**config.mk**
```make
export PLATFORM = sky130hd
export DESIGN_NAME = dmem_arbiter
export DESIGN_NICKNAME = d
export VERILOG_FILES = /design/src/rtl/dmem_arb_pkg.sv /design/src/rtl/dmem_arbiter_rr_arb2.sv /design/src/rtl/dmem_arbiter.sv
export SDC_FILE = /design/constraint.sdc
export NUM_CORES = 1
export LEC_CHECK = 0
export ABC_CLOCK_PERIOD_IN_PS = 4300
export BUFFER_PORTS_ARGS = -buffer_cell sky130_fd_sc_hd__buf_2
export CORE_AREA = 2 2 116 118
export CTS_BUF_LIST = sky130_fd_sc_hd__clkbuf_2 sky130_fd_sc_hd__clkbuf_4 sky130_fd_sc_hd__clkbuf_8
export DETAILED_ROUTE_END_ITERATION = 6
export DIE_AREA = 0 0 118 120
export GPL_TIMING_DRIVEN = 0
export MAX_ROUTING_LAYER = met4
export PLACE_DENSITY = 0.62
export SLEW_MARGIN = 15
export SYNTH_ARGS = -nofsm -noshare
export SYNTH_HDL_FRONTEND = slang
export SYNTH_SLANG_ARGS = --single-unit
```
**constraint.sdc**
```tcl
create_clock -name clk -period 4.3 [get_ports clk]
set_input_delay 0.43 -clock clk [delete_from_list [all_inputs] [get_ports clk]]
set_output_delay 0.43 -clock clk [all_outputs]
set_load 0.05 [all_outputs]
```
**src/rtl/dmem_arb_pkg.sv**
```systemverilog
// Shared types for the data-memory arbiter: FSM state encoding and owner ids.
package dmem_arb_pkg;

  typedef enum logic [1:0] {
    ARB   = 2'd0,
    LOCK  = 2'd1,
    YIELD = 2'd2
  } arb_state_t;

  localparam logic OWN_CORE = 1'b0;
  localparam logic OWN_DBG  = 1'b1;

endpackage

```
**src/rtl/dmem_arbiter_rr_arb2.sv**
```systemverilog
// Two-way combinational round-robin picker with an optional fixed-priority override.
module rr_arb2 (
  input  logic [1:0] req,
  input  logic       last_gnt,
  input  logic       prio_en,
  input  logic       prio_sel,
  output logic [1:0] gnt
);

  logic other_sel;
  logic rr_sel;

  assign other_sel = ~prio_sel;
  assign rr_sel    = ~last_gnt;

  always_comb begin
    gnt = '0;
    if (prio_en) begin
      if (req[prio_sel]) gnt[prio_sel]  = 1'b1;
      else               gnt[other_sel] = req[other_sel];
    end else if (req == 2'b11) begin
      gnt[rr_sel] = 1'b1;
    end else begin
      gnt = req;
    end
  end

endmodule

```
**src/rtl/dmem_arbiter.sv**
```systemverilog
// Shares one data-memory port between the core data port and a debug/loader master,
// round-robin per cycle with a bounded debug burst lock.
module dmem_arbiter
  import dmem_arb_pkg::*;
#(
  parameter int AW       = 32,
  parameter int DW       = 32,
  parameter int MAX_LOCK = 16
) (
  input  logic          clk,
  input  logic          reset,
  input  logic          c_req,
  input  logic          c_we,
  input  logic [AW-1:0] c_addr,
  input  logic [DW-1:0] c_wdata,
  output logic [DW-1:0] c_rdata,
  output logic          c_gnt,
  output logic          c_stall,
  input  logic          d_req,
  input  logic          d_we,
  input  logic          d_lock,
  input  logic [AW-1:0] d_addr,
  input  logic [DW-1:0] d_wdata,
  output logic          d_gnt,
  output logic [DW-1:0] d_rdata,
  output logic          d_rvalid,
  output logic          m_we,
  output logic [AW-1:0] m_addr,
  output logic [DW-1:0] m_wdata,
  input  logic [DW-1:0] m_rdata
);

  localparam int CNT_W = $clog2(MAX_LOCK + 1);

  arb_state_t       state, state_nxt;
  logic             last_gnt;
  logic [CNT_W-1:0] lock_cnt, lock_cnt_nxt;
  logic [1:0]       rr_gnt;
  logic             lock_full;

  assign lock_full = (lock_cnt == CNT_W'(MAX_LOCK));

  rr_arb2 u_rr (
    .req      ({d_req, c_req}),
    .last_gnt (last_gnt),
    .prio_en  (state == YIELD),
    .prio_sel (OWN_CORE),
    .gnt      (rr_gnt)
  );

  always_ff @(posedge clk or posedge reset) begin
    if (reset) begin
      state    <= ARB;
      last_gnt <= OWN_DBG;
      lock_cnt <= '0;
      d_rvalid <= 1'b0;
      d_rdata  <= '0;
    end else begin
      state    <= state_nxt;
      lock_cnt <= lock_cnt_nxt;
      if (d_gnt)      last_gnt <= OWN_DBG;
      else if (c_gnt) last_gnt <= OWN_CORE;
      d_rvalid <= d_gnt & ~d_we;
      if (d_gnt && !d_we) d_rdata <= m_rdata;
    end
  end

  always_comb begin
    state_nxt    = state;
    lock_cnt_nxt = lock_cnt;
    case (state)
      ARB: begin
        if (d_gnt && d_lock) begin
          state_nxt    = LOCK;
          lock_cnt_nxt = CNT_W'(1);
        end
      end
      LOCK: begin
        if (!d_req || !d_lock) begin
          state_nxt    = ARB;
          lock_cnt_nxt = '0;
        end else if (lock_full) begin
          state_nxt = YIELD;
        end else begin
          lock_cnt_nxt = lock_cnt + CNT_W'(1);
        end
      end
      YIELD: begin
        state_nxt    = ARB;
        lock_cnt_nxt = '0;
      end
      default: begin
        state_nxt    = ARB;
        lock_cnt_nxt = '0;
      end
    endcase
  end

  // Grants are suppressed while reset is held so no write reaches memory during reset.
  always_comb begin
    c_gnt = 1'b0;
    d_gnt = 1'b0;
    if (!reset) begin
      if (state == LOCK && d_req) begin
        d_gnt = ~d_lock | ~lock_full;
      end else begin
        c_gnt = rr_gnt[OWN_CORE];
        d_gnt = rr_gnt[OWN_DBG];
      end
    end
  end

  always_comb begin
    m_we    = 1'b0;
    m_addr  = '0;
    m_wdata = '0;
    if (c_gnt) begin
      m_we    = c_we;
      m_addr  = c_addr;
      m_wdata = c_wdata;
    end else if (d_gnt) begin
      m_we    = d_we;
      m_addr  = d_addr;
      m_wdata = d_wdata;
    end
  end

  assign c_rdata = c_gnt ? m_rdata : '0;
  assign c_stall = c_req & ~c_gnt;

endmodule

```
Word level (Yosys, flattened, before mapping)

Cells that the tools add are included.

Add/subtract/negate cells: 1
$lt $le $gt $ge: 2
Equality and inequality tests: 7
Mux-type cells: 26
Bitwise operators: 8
Reductions and logical operators: 12

Operators by type and width:

| kind                  | number |
|---|---|
| $mux W32              | 5 |
| $mux W5               | 3 |
| $mux W2               | 6 |
| $pmux W5 S2           | 1 |
| $mux W1               | 9 |
| $ne A3 B3 Y1 const B  | 2 |
| $add A5 B1 Y5 const B | 1 |
| $eq A5 B5 Y1 const B  | 1 |
| $not A1 Y1            | 5 |
| $eq A2 B2 Y1 const B  | 2 |
| $logic_and A1 B1 Y1   | 4 |
| $pmux W2 S2           | 1 |
| $reduce_and A2 Y1     | 2 |
| $logic_not A1 Y1      | 3 |
| $and A1 B1 Y1         | 2 |
| $eq A2 B1 Y1 const B  | 1 |
| $logic_not A2 Y1      | 1 |
| $lt A1 B2 Y1 const B  | 1 |
| $ne A2 B2 Y1 const B  | 1 |
| $reduce_bool A2 Y1    | 1 |
| $demux W1 S1          | 1 |
| $ge A1 B1 Y1 const B  | 1 |
| $logic_or A1 B1 Y1    | 1 |
| $or A1 B1 Y1          | 1 |

Register bits: 41
Output and inout port bits: 133
Word-level logic and storage cells: 61

Logic depth before layout (Yosys ltp)

Gate-level depths: netlist (run 1).

Word-level depth: 12
Depth in mapped cells: 8
Depth with buffers taken out: 7

Cells and area by module

From an unflattened synthesis (run 1), not the netlist that was laid out.

Cell total of the unflattened synthesis: 320
Area total of the unflattened synthesis: 3026.7 um2

Modules (own cells, without submodules):

| module       | instances | cells each | area an instance (um2) | sequential area each (um2) |
|---|---|---|---|---|
| dmem_arbiter | 1         | 315        | 2996.6                 | 1027.2 |
| rr_arb2      | 1         | 5          | 30.0                   | 0.0 |

Worst setup path before layout (run 1)

OpenSTA, ideal clock, no wires.

Path type: in2out
Start point: input port reset
End point: output port c_rdata[22]
Data arrival time: 2.889 ns
Setup slack: 0.981 ns
Stages on the path: 5
Path buffers: 1
Cell sequence: inv_1 -> nand2_1 -> a21oi_2 -> clkbuf_1 -> and2_1

Longest elaborated chain between the ends: 2

Ends and longest elaborated chain:

| element         | RTL line            | source |
|---|---|---|
| from (decl)     | dmem_arbiter.sv:11  | `input logic reset,` |
| $mux W1         | dmem_arbiter.sv:103 | `if (!reset) begin` |
| named net c_gnt | dmem_arbiter.sv:17  | `output logic c_gnt,` |
| $mux W32        | dmem_arbiter.sv:128 | `assign c_rdata = c_gnt ? m_rdata : '0;` |
| to (decl)       | dmem_arbiter.sv:16  | `output logic [DW-1:0] c_rdata,` |

The timed path passes the listed nets, and every way through them passes these cells.

Final worst setup path (run 1)

Start point: register state[1]
End point: output port m_addr[23]

Longest elaborated chain between the ends: 6

Ends and longest elaborated chain:

| element                                        | RTL line                                        | source |
|---|---|---|
| from (decl)                                    | dmem_arbiter.sv:35                              | `arb_state_t state, state_nxt;` |
| from (signal assigned)                         | dmem_arbiter.sv:59                              | `state <= state_nxt;` |
| $eq A2 B2 Y1 or $eq A2 B1 Y1 (tied branches)   | dmem_arbiter.sv:46, dmem_arbiter.sv:104         |  |
| $mux W2 or $logic_and A1 B1 Y1 (tied branches) | dmem_arbiter_rr_arb2.sv:18, dmem_arbiter.sv:104 |  |
| $mux W1                                        | dmem_arbiter.sv:104                             | `if (state == LOCK && d_req) begin` |
| $mux W1                                        | dmem_arbiter.sv:103                             |  |
| $mux W32                                       | dmem_arbiter.sv:121                             | `end else if (d_gnt) begin` |
| $mux W32 (*)                                   | dmem_arbiter.sv:117                             | `if (c_gnt) begin` |
| to (decl)                                      | dmem_arbiter.sv:28                              | `output logic [AW-1:0] m_addr,` |

Every way passes the cells marked *; elsewhere a longest branch is shown, timed or not.

==> impl_metrics.py, run 1 <==
metrics = {
    "clock_tree": {
        "cts_buffer_depth": 2,
        "clk_pin_slew_worst_paths_ns": 0.08,
        "numCtsBuffers": 5,
        "cts_resized": 0,
        "cts_tree": "done",
        "cts_setup_buffers": 0,
        "cts-root-buf": "clkbuf_8",
        "hold_buffers": 0,
        "h-tree-depth": 2,
        "cts.sinks": 41,
        "clkLatencyLatePin_ns": 0.29,
    },
    "logic_synthesis": {
        "synth.most_common_cell": "a22o_1",
        "synth_edf_count": 0,
        "synthCells": 241,
        "yosysTopAreaCell": "dfrtp_1",
        "syn_nets": 410,
        "synth_top_area_share": 0.387,
        "ys_seq_area_frac": 0.397,
        "yosysUniqueCellTypes": 34,
        "ys_top_cells_by_area": "dfrtp_1, a22o_1, mux2_1",
        "synth_area_um2": 2580,
        "synthArstFlopShare": 1.00,
        "synth_common_cells": "a22o_1, dfrtp_1, and2_1, mux2_1, clkbuf_1",
        "ys_warn_count": 0,
        "ys_seq_elements": 41,
        "synth_ff_type": "dfrtp_1",
        "synth.avg_cell_area_um2": 10.7,
    },
    "routing": {
        "first_pass_iters": 6,
        "viasPerCell": 4.50,
        "num_vias": 3261,
        "ant_nets": 0,
        "wl_per_cell_um": 16.7,
        "wl_mm": 12.1,
        "drt-initial-drc-count": 131,
        "drcViolationCount": 0,
    },
    "power_and_ir_drop": {
        "power_density_nw_per_um2": 397,
        "ir_drop_v": 0.000303,
        "leakage_uw": 0.00255,
    },
    "grt": {
        "met3_usage": 0.0342,
        "busiest_layer": "met2",
        "grt_max_degree": 27,
        "use_met2": 0.277,
        "grtUsageMet1": 0.206,
        "grt_pass1_vias": 3192,
        "antenna_found_initial": 0,
        "grt_overflow": 0,
        "track_usage": 0.166,
        "grt_pass1_wl_mm": 17.9,
    },
    "sta": {
        "setup_viol": 0,
        "slew_headroom": 0.649,
        "worst_pin_slew_ns": 0.527,
        "finalClockSkew_ns": 0.00354,
        "max_freq_mhz": 330,
        "fin_crit_sh": 0.706,
        "slew_violations": 0,
        "rsz0062_at_grt": "no",
        "setup_tns_ns": 0,
        "fin_ws_ns": 1.27,
        "whs_ns": 0.140,
        "finalHoldViolations": 0,
        "fin_crit_ns": 3.03,
    },
    "floorplanning": {
        "die_w_um": 118,
        "std_cell_rows": 42,
        "die_area_um2": 14200,
        "io_pins": 300,
        "start_util": 0.199,
        "core_area_um2": 13000,
        "die_h_um": 120,
    },
    "final_layout": {
        "diodes": 0,
        "areaGrowthSynthToFinish_pct": 71.8,
        "fin_nets": 717,
        "postLayoutCoreUtil": 0.342,
        "layout.cells.non_filler": 725,
        "drive_above_1_share": 0.594,
    },
    "place": {
        "dp.cells": 717,
        "hpwlAfterDp_mm": 10.3,
        "port-buffer-count": 299,
        "place_ws_ns": 1.24,
        "place.gp.congestion": 0.921,
    },
    "worst_setup_path": {
        "worstSetupStartpointType": "flip-flop",
        "crit_fanout": 10,
        "r2r_slack_ns": 2.32,
        "crit_required_ns": 3.87,
        "rr_worst_depth": 8,
        "reg2reg_to": "d_rdata[30]$_DFFE_PP0P_",
        "cp-end-kind": "primary output",
        "arrival_ns": 2.60,
        "critical_path_class": "reg2out",
        "r2r_start": "lock_cnt[0]$_DFFE_PP0P_",
    },
    "status": {
        "status": "complete, no violations",
    },
    "flow_run": {
        "max-cap-violations": 0,
    },
    "min_path": {
        "hold_path.class": "in2async",
    },
}
-- metrics by stage --
stage,cell area (um2),total power [uW]
detailed placement,4320,1450
finish,4440,1760
global route,4440,1850
global placement,4300,1440
CTS,4440,1790
floorplan,2580,1170
-- logic make-up after synthesis --
family / share of synthesized area
compound gates: 0.259
fa+ha+maj: 0.00968
mux: 0.139
buf+inv: 0.0494
simple gates: 0.138
flops: 0.397
xor+xnor: 0.00678
-- power breakdown --
group	switching, uW	total (uW)	leakage (uW)	internal (uW)
logic	683	931	0.00199	249
registers	40.8	507	0.000498	466
clock network	129	325	0.0000619	196
total	853	1760	0.00255	911
-- worst max-delay path, stage by stage (launching register included) --
cell and delay, ns:
dfrtp_1 0.44, nand2b_1 0.18, o21ai_1 0.10, a21oi_2 0.44, buf_2 0.34, buf_2 0.30
a22o_1 0.22, buf_2 0.28
-- final cells by class --
cell class | count | area (um2)
well taps | 176 | 220
multi-input cells | 175 | 1430
flip-flops and latches | 41 | 1030
clock inverters | 1 | 30.0
plain buffers | 20 | 109
repair buffers | 300 | 1520
clock buffers | 7 | 90.1
fillers | 1365 | 8540
inverters | 5 | 18.8
-- layout by cell type (no fill, tap or decap), types with 2 or more instances in the layout --
master	instances
ha_1	2
clkbuf_8	6
nor2_1	6
mux2_1	32
nand2_1	7
nand3_1	2
a22o_1	65
inv_1	3
inv_2	2
nor2b_1	2
buf_4	5
xor2_1	2
nand2b_1	3
dfrtp_1	40
clkbuf_1	8
o21ai_1	6
buf_2	305
and2_1	33
-- flip-flops by register name, indices dropped and copies added, names as in the netlist --
| signal | flops |
|---|---|
| d_rdata | 32 |
| d_rvalid | 1 |
| last_gnt | 1 |
| lock_cnt | 5 |
| state | 2 |
-- worst max-delay path by stage --
stage	start	to	slack (ns)	cells past startpoint
final	state[1]$_DFFE_PP0P_	m_addr[23]	1.27	7
after global routing	state[1]$_DFFE_PP0P_	m_addr[23]	1.07	7
after CTS	reset	m_addr[23]	1.23	8
after detailed placement	reset	m_addr[23]	1.24	8
after global placement	reset	m_addr[23]	0.23	8
after floorplan	reset	c_rdata[22]	0.98	5
-- layer usage --
metal / routed length (um) / part of all wire
met5: 0 / 0
met3: 828 / 0.068
met4: 208 / 0.017
met1: 5160 / 0.43
met2: 5930 / 0.49
(Power assumes the default switching activity.)
==> run 2: changes to the inputs <==
ABC_CLOCK_PERIOD_IN_PS = 2700   (was 4300)
PLACE_DENSITY = 0.64   (was 0.62)
clock period = 2.7 ns   (was 4.3 ns; I/O delays follow)
==> run 2 against run 1 <==
Worst setup slack worse by 1.1 ns. Total power increased by 58%. Flip-flop and latch count unchanged. Critical endpoint is now m_addr[13]. Highest routed layer unchanged.
==> impl_metrics.py, run 2 (synthesis gave the netlist of run 1 again) <==
metrics = {
    "grt": {
        "antenna_found_initial": 5,
        "grt_overflow": 0,
        "track_usage": 0.170,
        "grt_pass1_vias": 3018,
        "grt_max_degree": 22,
        "grt_pass1_wl_mm": 17.7,
    },
    "routing": {
        "wl_mm": 12.4,
        "ant_nets": 0,
        "first_pass_iters": 4,
        "top_layer": "met4",
        "drt-initial-drc-count": 191,
        "wl_per_cell_um": 16.9,
        "num_vias": 3214,
        "viasPerCell": 4.38,
        "routed-wl-met3_mm": 1.47,
        "wl_met2_mm": 5.60,
        "drcViolationCount": 0,
        "wl_met1_mm": 5.27,
    },
    "final_layout": {
        "top_regs": "d_rdata: 32 flops, lock_cnt: 5 flops, state: 2 flops",
        "layout_common_cells": "buf_2, a22o_1, dfrtp_1",
        "layout.cells.non_filler": 733,
        "fin_area_um2": 4500,
        "regMostFlops": "d_rdata",
        "fin_nets": 720,
        "areaGrowthSynthToFinish_pct": 74.2,
        "drive_above_1_share": 0.601,
        "largest_reg_flops": 32,
        "final_common_cell": "buf_2",
    },
    "sta": {
        "finalClockSkew_ns": 0.00941,
        "rsz0062_at_grt": "no",
        "slew_headroom": 0.309,
        "finalHoldViolations": 0,
        "max_freq_mhz": 393,
        "fin_ws_ns": 0.154,
        "fin_crit_ns": 2.55,
        "slew_violations": 0,
        "setup_viol": 0,
        "worst_pin_slew_ns": 1.03,
        "fin_crit_sh": 0.943,
    },
    "flow_run": {
        "max-cap-violations": 0,
    },
    "place": {
        "place.gp.congestion": 0.857,
        "port-buffer-count": 299,
        "place_ws_ns": -0.485,
        "dp.cells": 716,
        "dpl_cell_area_um2": 4310,
        "hpwlAfterDp_mm": 10.3,
    },
    "clock_tree": {
        "cts.sinks": 41,
        "numCtsBuffers": 5,
        "hold_buffers": 0,
        "clk_pin_slew_worst_paths_ns": 0.07,
        "cts_tree": "done",
        "h-tree-depth": 2,
        "cts_buffer_depth": 2,
        "clkLatencyLatePin_ns": 0.29,
        "cts-root-buf": "clkbuf_8",
    },
    "worst_setup_path": {
        "cp.buffers_inverters": 4,
        "critPathMaxStageDelay_ns": 0.40,
        "cp-end-kind": "primary output",
        "crit_fanout": 10,
        "arrival_ns": 2.28,
        "worstSetupStartpointType": "flip-flop",
        "reg2reg_to": "d_rdata[4]$_DFFE_PP0P_",
        "slowest_stage": "dfrtp_1",
        "rr_worst_depth": 8,
        "r2r_start": "lock_cnt[1]$_DFFE_PP0P_",
        "critical_path.top_delay_family": "buffers and inverters",
        "cp_cell_sequence": "inv_1, ha_1, nand4bb_1, nor2_2, nor3_4, buf_6, buf_4, a22o_1, clkbuf_4",
        "crit_required_ns": 2.43,
        "r2r_slack_ns": 0.69,
        "critical_path_class": "reg2out",
    },
    "floorplanning": {
        "die_area_um2": 14200,
        "die_w_um": 118,
        "std_cell_rows": 42,
        "die_h_um": 120,
        "core_area_um2": 13000,
        "start_util": 0.199,
        "io_pins": 300,
    },
    "power_and_ir_drop": {
        "switching_power_uw": 1360,
        "power_density_nw_per_um2": 618,
        "leakage_uw": 0.00255,
        "intPower_uw": 1420,
        "p_seq_frac": 0.289,
        "clockPowerShare": 0.171,
        "ir_drop_v": 0.000359,
        "pwr-share-comb": 0.540,
        "swShare": 0.490,
    },
    "status": {
        "status": "complete, no violations",
    },
    "min_path": {
        "hold_path.class": "in2async",
    },
}
[run 2: cell count changes in the layout (fill, tap and decap cells not counted), moves of 2 or more]
cell / previous run / this run
buf_2: 305 / 295
buf_4: 5 / 9
diode_2: 0 / 6
clkbuf_1: 8 / 6
clkbuf_4: 1 / 9
[run 2: worst register-to-register path, delay by kind of cell (launching register included)]
family | cells | cell delay, ns
buf+inv | 3 | 0.47
flops | 1 | 0.40
mux | 1 | 0.33
simple gates | 2 | 0.32
compound gates | 1 | 0.23
fa+ha+maj | 1 | 0.15
[run 2: stage by stage]
step | TNS [ns] | hold WS, ns | util | power [uW]
after CTS | 0 | 0.0656 | 0.341 | 2800
final | 0 | 0.0497 | 0.347 | 2780
after global placement | -29.88 | 0.463 | 0.332 | 2300
after global routing | 0 | 0.0817 | 0.347 | 2920
after floorplan | 0 | 0.259 | - | 1870
after detailed placement | -24.79 | 0.469 | 0.332 | 2300
[run 2: worst max path at each step]
| stage | start | endpoint | slack, ns | cells after the start |
|---|---|---|---|---|
| floorplan | reset | c_rdata[22] | 0.18 | 5 |
| global route | lock_cnt[1]$_DFFE_PP0P_ | m_addr[13] | 0.02 | 9 |
| detailed placement | reset | m_addr[24] | -0.49 | 8 |
| CTS | lock_cnt[0]$_DFFE_PP0P_ | m_addr[13] | 0.008 | 9 |
| global placement | reset | m_addr[24] | -0.54 | 8 |
| finish | lock_cnt[1]$_DFFE_PP0P_ | m_addr[13] | 0.15 | 9 |
[run 2: power by group through the flow]
stage / logic [uW] / registers, uW / clock network (uW)
final: 1500 / 803 / 477
after CTS: 1490 / 807 / 502
after floorplan: 629 / 1240 / 0
after global placement: 1480 / 813 / 0
after global routing: 1570 / 820 / 531
after detailed placement: 1480 / 816 / 0
[run 2: metal layers]
metal / GRT usage / vias up
li1: - / 1537
met1: 0.219 / 1482
met2: 0.261 / 190
met3: 0.0608 / 5
met4: 0.0294 / 0
met5: - / -
[run 2: timing repair]
action,in CTS,in global routing
setup buffers,1,3
pin swaps,2,2
cloned,1,0
resized for setup,2,14
endpoints found under the setup margin,99,66
endpoints found under the hold margin,0,0
[run 2: cell type report]
class	count	area (um2)
antenna	6	15.0
fill	1401	8480
buffer	19	115
clock buffer	5	68.8
tap	176	220
sequential	41	1030
timing repair inverter	1	5.00
multi-input combinational	175	1450
inverter	5	22.5
timing repair buffer	303	1550
clock inverter	2	35.0
